$ cat src/rtl/serial_bit_feeder.sv
// serial_bit_feeder: parallel-in/serial-out feeder for the 10101 sequence detector.
// Define SERIAL_PARITY_EN to append an even-parity bit after each word's data bits.
module serial_bit_feeder #(
  parameter int   WIDTH     = 8,
  parameter int   MSB_FIRST = 1,
  parameter logic IDLE_BIT  = 1'b0
) (
  input  logic             clk,
  input  logic             rst,
  input  logic [WIDTH-1:0] din,
  input  logic             din_valid,
  output logic             din_ready,
  input  logic             bit_en,
  output logic             xout,
  output logic             xout_valid,
  output logic             busy,
  output logic [7:0]       words_sent
);

  localparam int               CNT_W = $clog2(WIDTH) + 1;
  localparam logic [CNT_W-1:0] LAST  = CNT_W'(WIDTH - 1);

`ifdef SERIAL_PARITY_EN
  typedef enum logic [1:0] {IDLE, SHIFT, PAR} state_t;
`else
  typedef enum logic [0:0] {IDLE, SHIFT} state_t;
`endif

  state_t           state;
  logic [WIDTH-1:0] shreg;
  logic [CNT_W-1:0] bitcnt;
  logic             last_slot;
  logic             accept;
`ifdef SERIAL_PARITY_EN
  logic             par_acc;
`endif

  function automatic logic head_bit(input logic [WIDTH-1:0] v);
    return (MSB_FIRST != 0) ? v[WIDTH-1] : v[0];
  endfunction

  function automatic logic [WIDTH-1:0] advance(input logic [WIDTH-1:0] v);
    return (MSB_FIRST != 0) ? {v[WIDTH-2:0], 1'b0} : {1'b0, v[WIDTH-1:1]};
  endfunction

  // Ready is opened on the final slot of a word so back-to-back words leave no gap.
  always_comb begin
    last_slot = (state == SHIFT) && (bitcnt == LAST) && bit_en;
`ifdef SERIAL_PARITY_EN
    din_ready = (state == IDLE) || ((state == PAR) && bit_en);
`else
    din_ready = (state == IDLE) || last_slot;
`endif
    accept = din_valid && din_ready;
  end

  always_ff @(posedge clk or negedge rst) begin
    if (!rst) begin
      state      <= IDLE;
      shreg      <= '0;
      bitcnt     <= '0;
      xout       <= IDLE_BIT;
      xout_valid <= 1'b0;
      busy       <= 1'b0;
      words_sent <= 8'd0;
`ifdef SERIAL_PARITY_EN
      par_acc    <= 1'b0;
`endif
    end else begin
      xout_valid <= 1'b0;
      case (state)
        IDLE: begin
          if (accept) begin
            shreg  <= din;
            bitcnt <= '0;
            state  <= SHIFT;
            busy   <= 1'b1;
`ifdef SERIAL_PARITY_EN
            par_acc <= 1'b0;
`endif
          end else begin
            xout <= IDLE_BIT;
          end
        end
        SHIFT: begin
          if (bit_en) begin
            xout       <= head_bit(shreg);
            xout_valid <= 1'b1;
            shreg      <= advance(shreg);
            bitcnt     <= bitcnt + 1'b1;
`ifdef SERIAL_PARITY_EN
            par_acc    <= par_acc ^ head_bit(shreg);
            if (last_slot) state <= PAR;
`else
            if (last_slot) begin
              words_sent <= words_sent + 1'b1;
              if (accept) begin
                shreg  <= din;
                bitcnt <= '0;
              end else begin
                state <= IDLE;
                busy  <= 1'b0;
              end
            end
`endif
          end
        end
`ifdef SERIAL_PARITY_EN
        PAR: begin
          if (bit_en) begin
            // par_acc already holds the XOR of every data bit of this word.
            xout       <= par_acc;
            xout_valid <= 1'b1;
            words_sent <= words_sent + 1'b1;
            if (accept) begin
              shreg   <= din;
              bitcnt  <= '0;
              par_acc <= 1'b0;
              state   <= SHIFT;
            end else begin
              state <= IDLE;
              busy  <= 1'b0;
            end
          end
        end
`endif
        default: state <= IDLE;
      endcase
    end
  end

endmodule

$ cat config.mk
export PLATFORM = sky130hd
export DESIGN_NAME = serial_bit_feeder
export DESIGN_NICKNAME = d
export VERILOG_FILES = /design/src/rtl/serial_bit_feeder.sv
export SDC_FILE = /design/constraint.sdc
export NUM_CORES = 1
export LEC_CHECK = 0
export ABC_AREA = 1
export BUFFER_PORTS_ARGS = -buffer_cell sky130_fd_sc_hd__buf_2
export CAP_MARGIN = 20
export CORE_MARGIN = 2
export CORE_UTILIZATION = 50
export CTS_BUF_LIST = sky130_fd_sc_hd__clkbuf_2
export DETAILED_ROUTE_END_ITERATION = 10
export HOLD_SLACK_MARGIN = 0.02
export PLACE_DENSITY_LB_ADDON = 0.05
export SYNTH_ARGS = -nofsm -noshare
export SYNTH_HDL_FRONTEND = slang
export SYNTH_SLANG_ARGS = --single-unit
$ cat constraint.sdc
create_clock -name clk -period 1.91 [get_ports clk]
set_clock_uncertainty 0.1 [all_clocks]
set_input_delay 0.191 -clock clk [delete_from_list [all_inputs] [get_ports clk]]
set_output_delay 0.191 -clock clk [all_outputs]
set_load 0.03 [all_outputs]
==> results of run 1 <==
==> cells by family after synthesis <==
logic type / synth area share (%)
XOR/XNOR: 3.61
buffers and inverters: 9.29
AND/OR/NAND/NOR: 30.1
flip-flops: 49.5
adder cells (fa/ha/maj): 2.06
AO/OA/AOI/OAI: 5.37
==> metrics by stage <==
stage / hold slack, ns / cell area, µm² / instances / utilization [%]
finish: 0.0306 / 1470 / 208 / 65.3
global route: 0.0392 / 1470 / 208 / 65.3
CTS: 0.0216 / 1440 / 204 / 63.7
detailed placement: 0.106 / 1340 / 193 / 59.4
global placement: 0.105 / 1340 / 193 / 59.4
floorplan: -0.205 / 1210 / 144 / -
==> per-layer routing <==
metal  track usage (%)  share of wire [%]  up-vias
met4              8.97                2.5        0
li1                  -                  -      515
met1              21.1                 47      444
met5                 0                  0        -
met3              2.54                2.8        7
met2              32.9                 48       18
==> registers in the layout (all words and copies together), names as in the netlist <==
| name | count |
|---|---|
| shreg | 8 |
| words_sent | 8 |
| bitcnt | 4 |
| busy | 1 |
| state | 1 |
| xout | 1 |
| xout_valid | 1 |
==> power by group <==
group	internal, W	total [W]	switching (W)
Combinational	0.000235	0.000645	0.000410
Clock	0.0000427	0.000193	0.000151
Sequential	0.000673	0.000786	0.000113
Total	0.000951	0.00162	0.000674
==> worst max-delay path: stages, from the launching register on <==
cell and delay (ns):
dfrtp_1 0.43, ha_1 0.18, nand2_1 0.09, nor2_4 0.16, nand2_4 0.07, nand2_4 0.07, clkbuf_4 0.18
==> final timing paths <==
path	from	endpoint	slack, ns	depth (start not counted)
max in group asynchronous	rst	state$_DFF_PN0_	1.11	2
hold / removal	din[7]	shreg[7]$_DFFE_PN0P_	0.03	5
hold reg to reg	shreg[6]$_DFFE_PN0P_	shreg[6]$_DFFE_PN0P_	0.42	2
setup / recovery	bitcnt[1]$_DFFE_PN0P_	din_ready	0.11	6
setup reg to reg	bitcnt[1]$_DFFE_PN0P_	shreg[6]$_DFFE_PN0P_	0.31	9
min in group asynchronous	rst	words_sent[3]$_DFFE_PN0P_	0.21	2
==> Yosys cell counts, drive strengths merged <==
library cell	instances	area, µm²
xor2	4	35.0
nand4	1	6.26
o22ai	1	6.26
nor3	2	10.0
nor2	19	98.8
nand3	14	75.1
ha	2	25.0
nand2	38	168
o21ai	9	48.8
nand3b	1	7.51
xnor2	1	8.76
dfrtp	24	601
a21oi	2	10.0
inv	24	90.1
buf	2	22.5
==> repair_timing <==
item / in CTS / in global routing
hold endpoints to repair: 31 / 1
setup buffers: 0 / 3
setup endpoints to repair: 1 / 1
hold buffers: 8 / 1
pin swaps: 0 / 1
gates resized for setup: 1 / 1
==> cell type report <==
class | instances | area, µm²
fillers | 200 | 783
flip-flops and latches | 24 | 602
multi-input cells | 94 | 499
repair buffers | 35 | 230
inverters | 24 | 90.1
well taps | 28 | 35.0
clock buffers | 3 | 15.0
==> cell usage in the layout, fill, tap and decap left out, drive strengths merged <==
| cell | count |
|---|---|
| nand4 | 1 |
| o21ai | 9 |
| inv | 24 |
| o22ai | 1 |
| xnor2 | 1 |
| clkbuf | 4 |
| a21oi | 2 |
| nor2 | 19 |
| nand2 | 38 |
| buf | 25 |
| nand3b | 1 |
| dfrtp | 24 |
| nand3 | 14 |
| xor2 | 4 |
| nor3 | 2 |
| ha | 2 |
| dlygate4sd3 | 9 |
==> results.ini, run 1 <==
[status]
status = finished, final reports clean

[critical_path]
cp_data_required_time_ns = 1.62
worstSetupEndpointType = output port
crit_fanout = 3
startpoint_type = flop
arrival_ns = 1.51
worstSetupPathType = reg2out

[die]
die_area_mm2 = 0.00283
die_y_um = 53.2
die_w_um = 53.2
initial_core_util_pct = 53.8
rows = 17
ioPinCount = 24
core_mm2 = 0.00225

[yosys]
synth_area_mm2 = 0.00121
synthCells = 144
yosysWarnings = 0
ys_types = 23
syn_avg_cell_area_um2 = 8.42
syn-num-nets = 158
ys_seq_area_share_pct = 49.5
yosys_register_bits = 24

[cells_and_area]
drive_above_1_share_pct = 24.4
diodes = 0
nNetsFinal = 196
area_delta_synth_final_pct = 21.4

[timing]
tightest_slew_ns = 0.531
hold_violations = 0
fin_setup_tns_ns = 0
fin_ws_ns = 0.110
slew_headroom_pct = 64.6
grt_setup_unrepaired = no
drv_slew = 0
period_share_pct = 94.2
finalCriticalPeriod_ns = 1.80
setup_viol = 0
timing.fmax_mhz = 556

[route]
drt-total-wl_mm = 2.25
drc = 0
vias_per_cell = 4.73
vias = 984
drtAntennaViolNets = 0
drt_iter0_markers = 12
wl_per_cell_um = 10.8
dr.pass1.iters = 4

[cts]
worstSkewPairLatency_ns = 0.34
cts_buffers = 3
clock_sinks = 24
clockBufferDepth = 2
tritoncts = yes
cts.clk_slew.worst_paths_ns = 0.21
ctsHtreeMaxLevel = 1
clockRootBuffer = clkbuf_2

[grt]
grt_overflow = 0
antenna_found_initial = 0
grt_max_degree = 25
first_global_vias = 914
track_usage_pct = 18.4
grt_pass1_wl_mm = 3.71

[power_and_ir_drop]
power.total_w = 0.00162
powerDensity_mw_per_mm2 = 1100
p_leak_nw = 0.826
vdd_ir_drop_max_v = 0.000631

[placed_design]
post-dp-hpwl_mm = 1.58
place.gp.congestion = 0.780
dp_slack_ns = 0.376
io_buffers = 23

[job]
cap_violations = 0

[hold_path]
min_path_type = in2reg

No activity file was read; power rests on OpenSTA's default activity.
==> run 2: changes to the inputs <==
--- a/constraint.sdc
+++ b/constraint.sdc
@@ -4,2 +4,2 @@
 set_output_delay 0.191 -clock clk [all_outputs]
-set_load 0.03 [all_outputs]
+set_load 0.05 [all_outputs]
==> results.ini, run 2 (synthesized netlist as in run 1, its figures left out) <==
[status]
status = finished, final reports clean

[critical_path]
worstSetupPathType = reg2out
timing.rr.start = bitcnt[1]$_DFFE_PN0P_
worstSetupEndpointType = output port
timing.rr.end = shreg[7]$_DFFE_PN0P_
rrSetupSlack_ns = 0.31
crit_family = flip-flops
rr_worst_depth = 9
crit_top_cell = nand2_4
cp_data_required_time_ns = 1.62
crit_fanout = 4
slowest_stage = dfrtp_1
startpoint_type = flop
cpPeakStageDelay_ns = 0.41
crit_chain = ha_1 -> nand2_1 -> nor2_4 -> nand2_4 -> nand2_4 -> buf_6
cp_num_buf_inv = 1
arrival_ns = 1.46

[die]
die_y_um = 53.2
die_area_mm2 = 0.00283
initial_core_util_pct = 53.8
rows = 17
core_mm2 = 0.00225
die_w_um = 53.2
ioPinCount = 24

[grt]
grt_overflow = 0
antenna_found_initial = 0
grt_max_degree = 25
grt_use_met3_pct = 3.39
use_met2_pct = 35.6
grt_util_met1_pct = 22.9
grt_pass1_wl_mm = 4.06
track_usage_pct = 19.7
first_global_vias = 964
busiest_layer = met2

[power_and_ir_drop]
p_comb_share_pct = 44.0
vdd_ir_drop_max_v = 0.000778
swShare_pct = 44.4
powerDensity_mw_per_mm2 = 1190
pwr-share-seq_pct = 45.5
p_switching_w = 0.000770
p_int_w = 0.000964
power_frac_clock_pct = 10.5
p_leak_nw = 0.824

[hold_path]
min_from = din[6]
min_path_type = in2reg
hold_path_end = shreg[6]$_DFFE_PN0P_
hold_path_depth = 5

[cells_and_area]
nNetsFinal = 195
final_common_cell = nand2_1
diodes = 0
drive_above_1_share_pct = 25.1
reg_top3 = shreg x8, words_sent x8, bitcnt x4
area.sequential_um2 = 602
fin_cells = 207
area_delta_synth_final_pct = 20.6
nFillCells = 208
multiInputGateArea_um2 = 499
final_cell_mix = nand2_1, dfrtp_1, buf_2

[route]
vias = 999
drc = 0
drt-total-wl_mm = 2.29
vias_per_cell = 4.83
dr.pass1.iters = 4
drtAntennaViolNets = 0
drt_iter0_markers = 7
wl_per_cell_um = 11.1

[cts]
cts.clk_slew.worst_paths_ns = 0.20
ctsHtreeMaxLevel = 1
worstSkewPairLatency_ns = 0.33
tritoncts = yes
clockBufferDepth = 2
clockRootBuffer = clkbuf_2
cts_buffers = 3
clock_sinks = 24

[timing]
hold_violations = 0
slew_headroom_pct = 64.9
fin_setup_tns_ns = 0
finalCriticalPeriod_ns = 1.75
setup_viol = 0
grt_setup_unrepaired = no
period_share_pct = 91.8
timing.fmax_mhz = 571
tightest_slew_ns = 0.527
drv_slew = 0

[job]
cap_violations = 0

[placed_design]
post-dp-hpwl_mm = 1.65
io_buffers = 23
dp.cells = 193
place.gp.congestion = 0.756

==> run 2: cell count changes in the layout (fill, tap and decap cells not counted) <==
cell,previous run,this run
buf_4,3,4
buf_6,0,1
clkbuf_4,1,0
dlygate4sd3_1,9,7
==> run 2: cell type report <==
type	instances	share of cell area, %
sequential	24	41.1
multi-input combinational	94	34.1
timing repair buffer	34	15.1
inverter	24	6.16
tap	28	2.40
clock buffer	3	1.03
==> run 2: timing repair <==
action	in CTS	in global routing
buffers inserted	0	4
resized for setup	2	1
endpoints found under the setup margin	1	1
endpoints found under the hold margin	30	0
hold buffers	7	0
pin swaps	0	1
==> run 2: worst reg2reg max path, cell delays in order, from the launching register on <==
cell and delay [ns]:
dfrtp_1 0.41, ha_1 0.17, nand2_1 0.09, nor2_4 0.15
buf_4 0.13, nand3_2 0.17, nand2_1 0.13, nand2_1 0.06
nand3_1 0.06, nand2_1 0.05
==> run 2: worst max path at each step <==
stage	from	endpoint	slack, ns	cells past startpoint
finish	bitcnt[1]$_DFFE_PN0P_	din_ready	0.16	6
global route	bitcnt[1]$_DFFE_PN0P_	din_ready	0.03	6
CTS	bitcnt[1]$_DFFE_PN0P_	din_ready	0.04	6
detailed placement	state$_DFF_PN0_	din_ready	0.31	5
global placement	state$_DFF_PN0_	din_ready	0.36	5
floorplan	words_sent[0]$_DFFE_PN0P_	words_sent[4]$_DFFE_PN0P_	0.40	5
==> run 2: layer usage <==
metal / vias to the layer above / wire [µm]
met2: 21 / 1150
met5: - / 0
met4: 0 / 33
met1: 457 / 1030
li1: 517 / -
met3: 4 / 72
==> run 2: stage by stage <==
stage | setup WS (ns) | instance area, µm² | power (W) | utilization [%] | hold slack (ns)
after floorplan | 0.399 | 1210 | 0.00135 | - | -0.205
after global placement | 0.363 | 1340 | 0.00150 | 59.4 | 0.104
after detailed placement | 0.311 | 1340 | 0.00152 | 59.4 | 0.107
after CTS | 0.0426 | 1430 | 0.00173 | 63.4 | 0.0203
after global routing | 0.0314 | 1460 | 0.00187 | 64.9 | 0.0296
final | 0.157 | 1460 | 0.00173 | 64.9 | 0.0369
==> run 2: power groups by stage <==
stage / clock network, W / logic, W / registers (W)
floorplan: 0 / 0.000371 / 0.000982
global placement: 0 / 0.000704 / 0.000795
detailed placement: 0 / 0.000720 / 0.000801
CTS: 0.000198 / 0.000738 / 0.000790
global route: 0.000208 / 0.000845 / 0.000814
finish: 0.000181 / 0.000763 / 0.000789
==> run 3: changes to the inputs <==
- GPL_TIMING_DRIVEN: not set -> 0
==> results.ini, run 3 (synthesized netlist as in run 1, its figures left out) <==
[status]
status = finished, final reports clean

[timing]
tightest_slew_ns = 0.553
period_share_pct = 93.2
setup_viol = 0
grt_setup_unrepaired = no
finalCriticalPeriod_ns = 1.78
timing.fmax_mhz = 562
fin_setup_tns_ns = 0
slew_headroom_pct = 63.1
hold_violations = 0
holdWs_ns = 0.223
drv_slew = 0

[cts]
cts.clk_slew.worst_paths_ns = 0.23
ctsHtreeMaxLevel = 1
worstSkewPairLatency_ns = 0.34
cts_buffers = 3
clockBufferDepth = 2
clockRootBuffer = clkbuf_2
tritoncts = yes
clock_sinks = 24

[grt]
antenna_found_initial = 0
grt_pass1_wl_mm = 4.06
track_usage_pct = 20.2
grt_max_degree = 25
first_global_vias = 966
grt_overflow = 0

[cells_and_area]
final_cell_mix = nand2_1, dfrtp_1, buf_2
diodes = 0
area_delta_synth_final_pct = 26.0
reg_top3 = shreg x8, words_sent x8, bitcnt x4
final_common_cell = nand2_1
fin_area_mm2 = 0.00153
drive_above_1_share_pct = 24.7
nNetsFinal = 201

[critical_path]
rrSetupSlack_ns = 0.34
arrival_ns = 1.49
rr_worst_depth = 8
startpoint_type = flop
worstSetupEndpointType = output port
cp_data_required_time_ns = 1.62
crit_fanout = 6
worstSetupPathType = reg2out

[power_and_ir_drop]
powerDensity_mw_per_mm2 = 1150
power_frac_clock_pct = 11.3
p_int_w = 0.000979
p_switching_w = 0.000777
vdd_ir_drop_max_v = 0.000812
p_comb_share_pct = 44.2
swShare_pct = 44.3
p_leak_nw = 0.854
pwr-share-seq_pct = 44.5

[placed_design]
post-dp-hpwl_mm = 1.65
dpl-instance-area_mm2 = 0.00136
io_buffers = 23
place.gp.congestion = 0.760

[route]
drtAntennaViolNets = 0
vias_per_cell = 4.78
wl_per_cell_um = 11.1
drt_iter0_markers = 13
dr.pass1.iters = 4
vias = 1023
drt-total-wl_mm = 2.39
drc = 0

[die]
die_y_um = 53.2
ioPinCount = 24
die_w_um = 53.2
initial_core_util_pct = 53.8
rows = 17
die_area_mm2 = 0.00283
core_mm2 = 0.00225

[hold_path]
min_path_type = in2async

[job]
cap_violations = 0

## run 3: changes by cell type in the layout (fill, tap and decap cells not counted)
| cell | change |
|---|---|
| dlygate4sd3_1 | +4 |
| buf_6 | +2 |
| dfrtp_2 | -1 |
| clkinv_1 | +1 |
| dfrtp_1 | +1 |
## run 3: layer usage
layer | vias to the layer above | GRT usage [%] | routed length, µm
li1 | 533 | - | -
met4 | 0 | 8.97 | 34
met1 | 469 | 23.2 | 1020
met2 | 17 | 36.8 | 1260
met3 | 4 | 2.54 | 69
met5 | - | 0 | 0
## run 3: layout make-up
cell class	count	area [µm²]
fill	203	727
multi-input combinational	94	499
buffer	2	22.5
sequential	24	601
tap	28	35.0
timing repair buffer	38	262
clock buffer	3	15.0
clock inverter	1	3.75
inverter	24	90.1
## run 3: metrics by stage
stage	util, %	setup slack [ns]	power, W	std cells
after floorplan	-	0.399	0.00135	144
after global routing	67.8	0.0342	0.00189	214
final	67.8	0.131	0.00176	214
after detailed placement	60.4	0.403	0.00153	195
after global placement	60.4	0.415	0.00150	195
after CTS	66.3	0.0256	0.00175	210
## run 3: power groups by stage
stage	clock, W	combinational (W)	sequential, W
2_1_floorplan	0	0.000371	0.000982
4_1_cts	0.000215	0.000756	0.000781
5_1_grt	0.000223	0.000868	0.000801
6_report	0.000198	0.000777	0.000781
3_5_place_dp	0	0.000734	0.000793
3_3_place_gp	0	0.000718	0.000784
## run 3: worst paths after layout
path,start,end
min reg2reg,shreg[7]$_DFFE_PN0P_,shreg[7]$_DFFE_PN0P_
max reg2reg,bitcnt[1]$_DFFE_PN0P_,words_sent[4]$_DFFE_PN0P_
max in group asynchronous,rst,busy$_DFFE_PN0P_
min in group clk,shreg[7]$_DFFE_PN0P_,shreg[7]$_DFFE_PN0P_
min,rst,words_sent[3]$_DFFE_PN0P_
max,bitcnt[1]$_DFFE_PN0P_,din_ready
## run 3: repair_timing
action / in CTS / in global routing
hold buffers: 11 / 0
endpoints found under the setup margin: 1 / 1
setup buffers: 0 / 4
pin swaps: 0 / 0
gates resized for setup: 1 / 1
endpoints found under the hold margin: 35 / 0
## run 3: worst max-delay path, cell delays in order, from the launching register on
cell	delay, ns
dfrtp_1	0.41
ha_1	0.18
nand2_1	0.09
nor2_4	0.14
nand2_4	0.09
nand2_4	0.08
buf_6	0.15
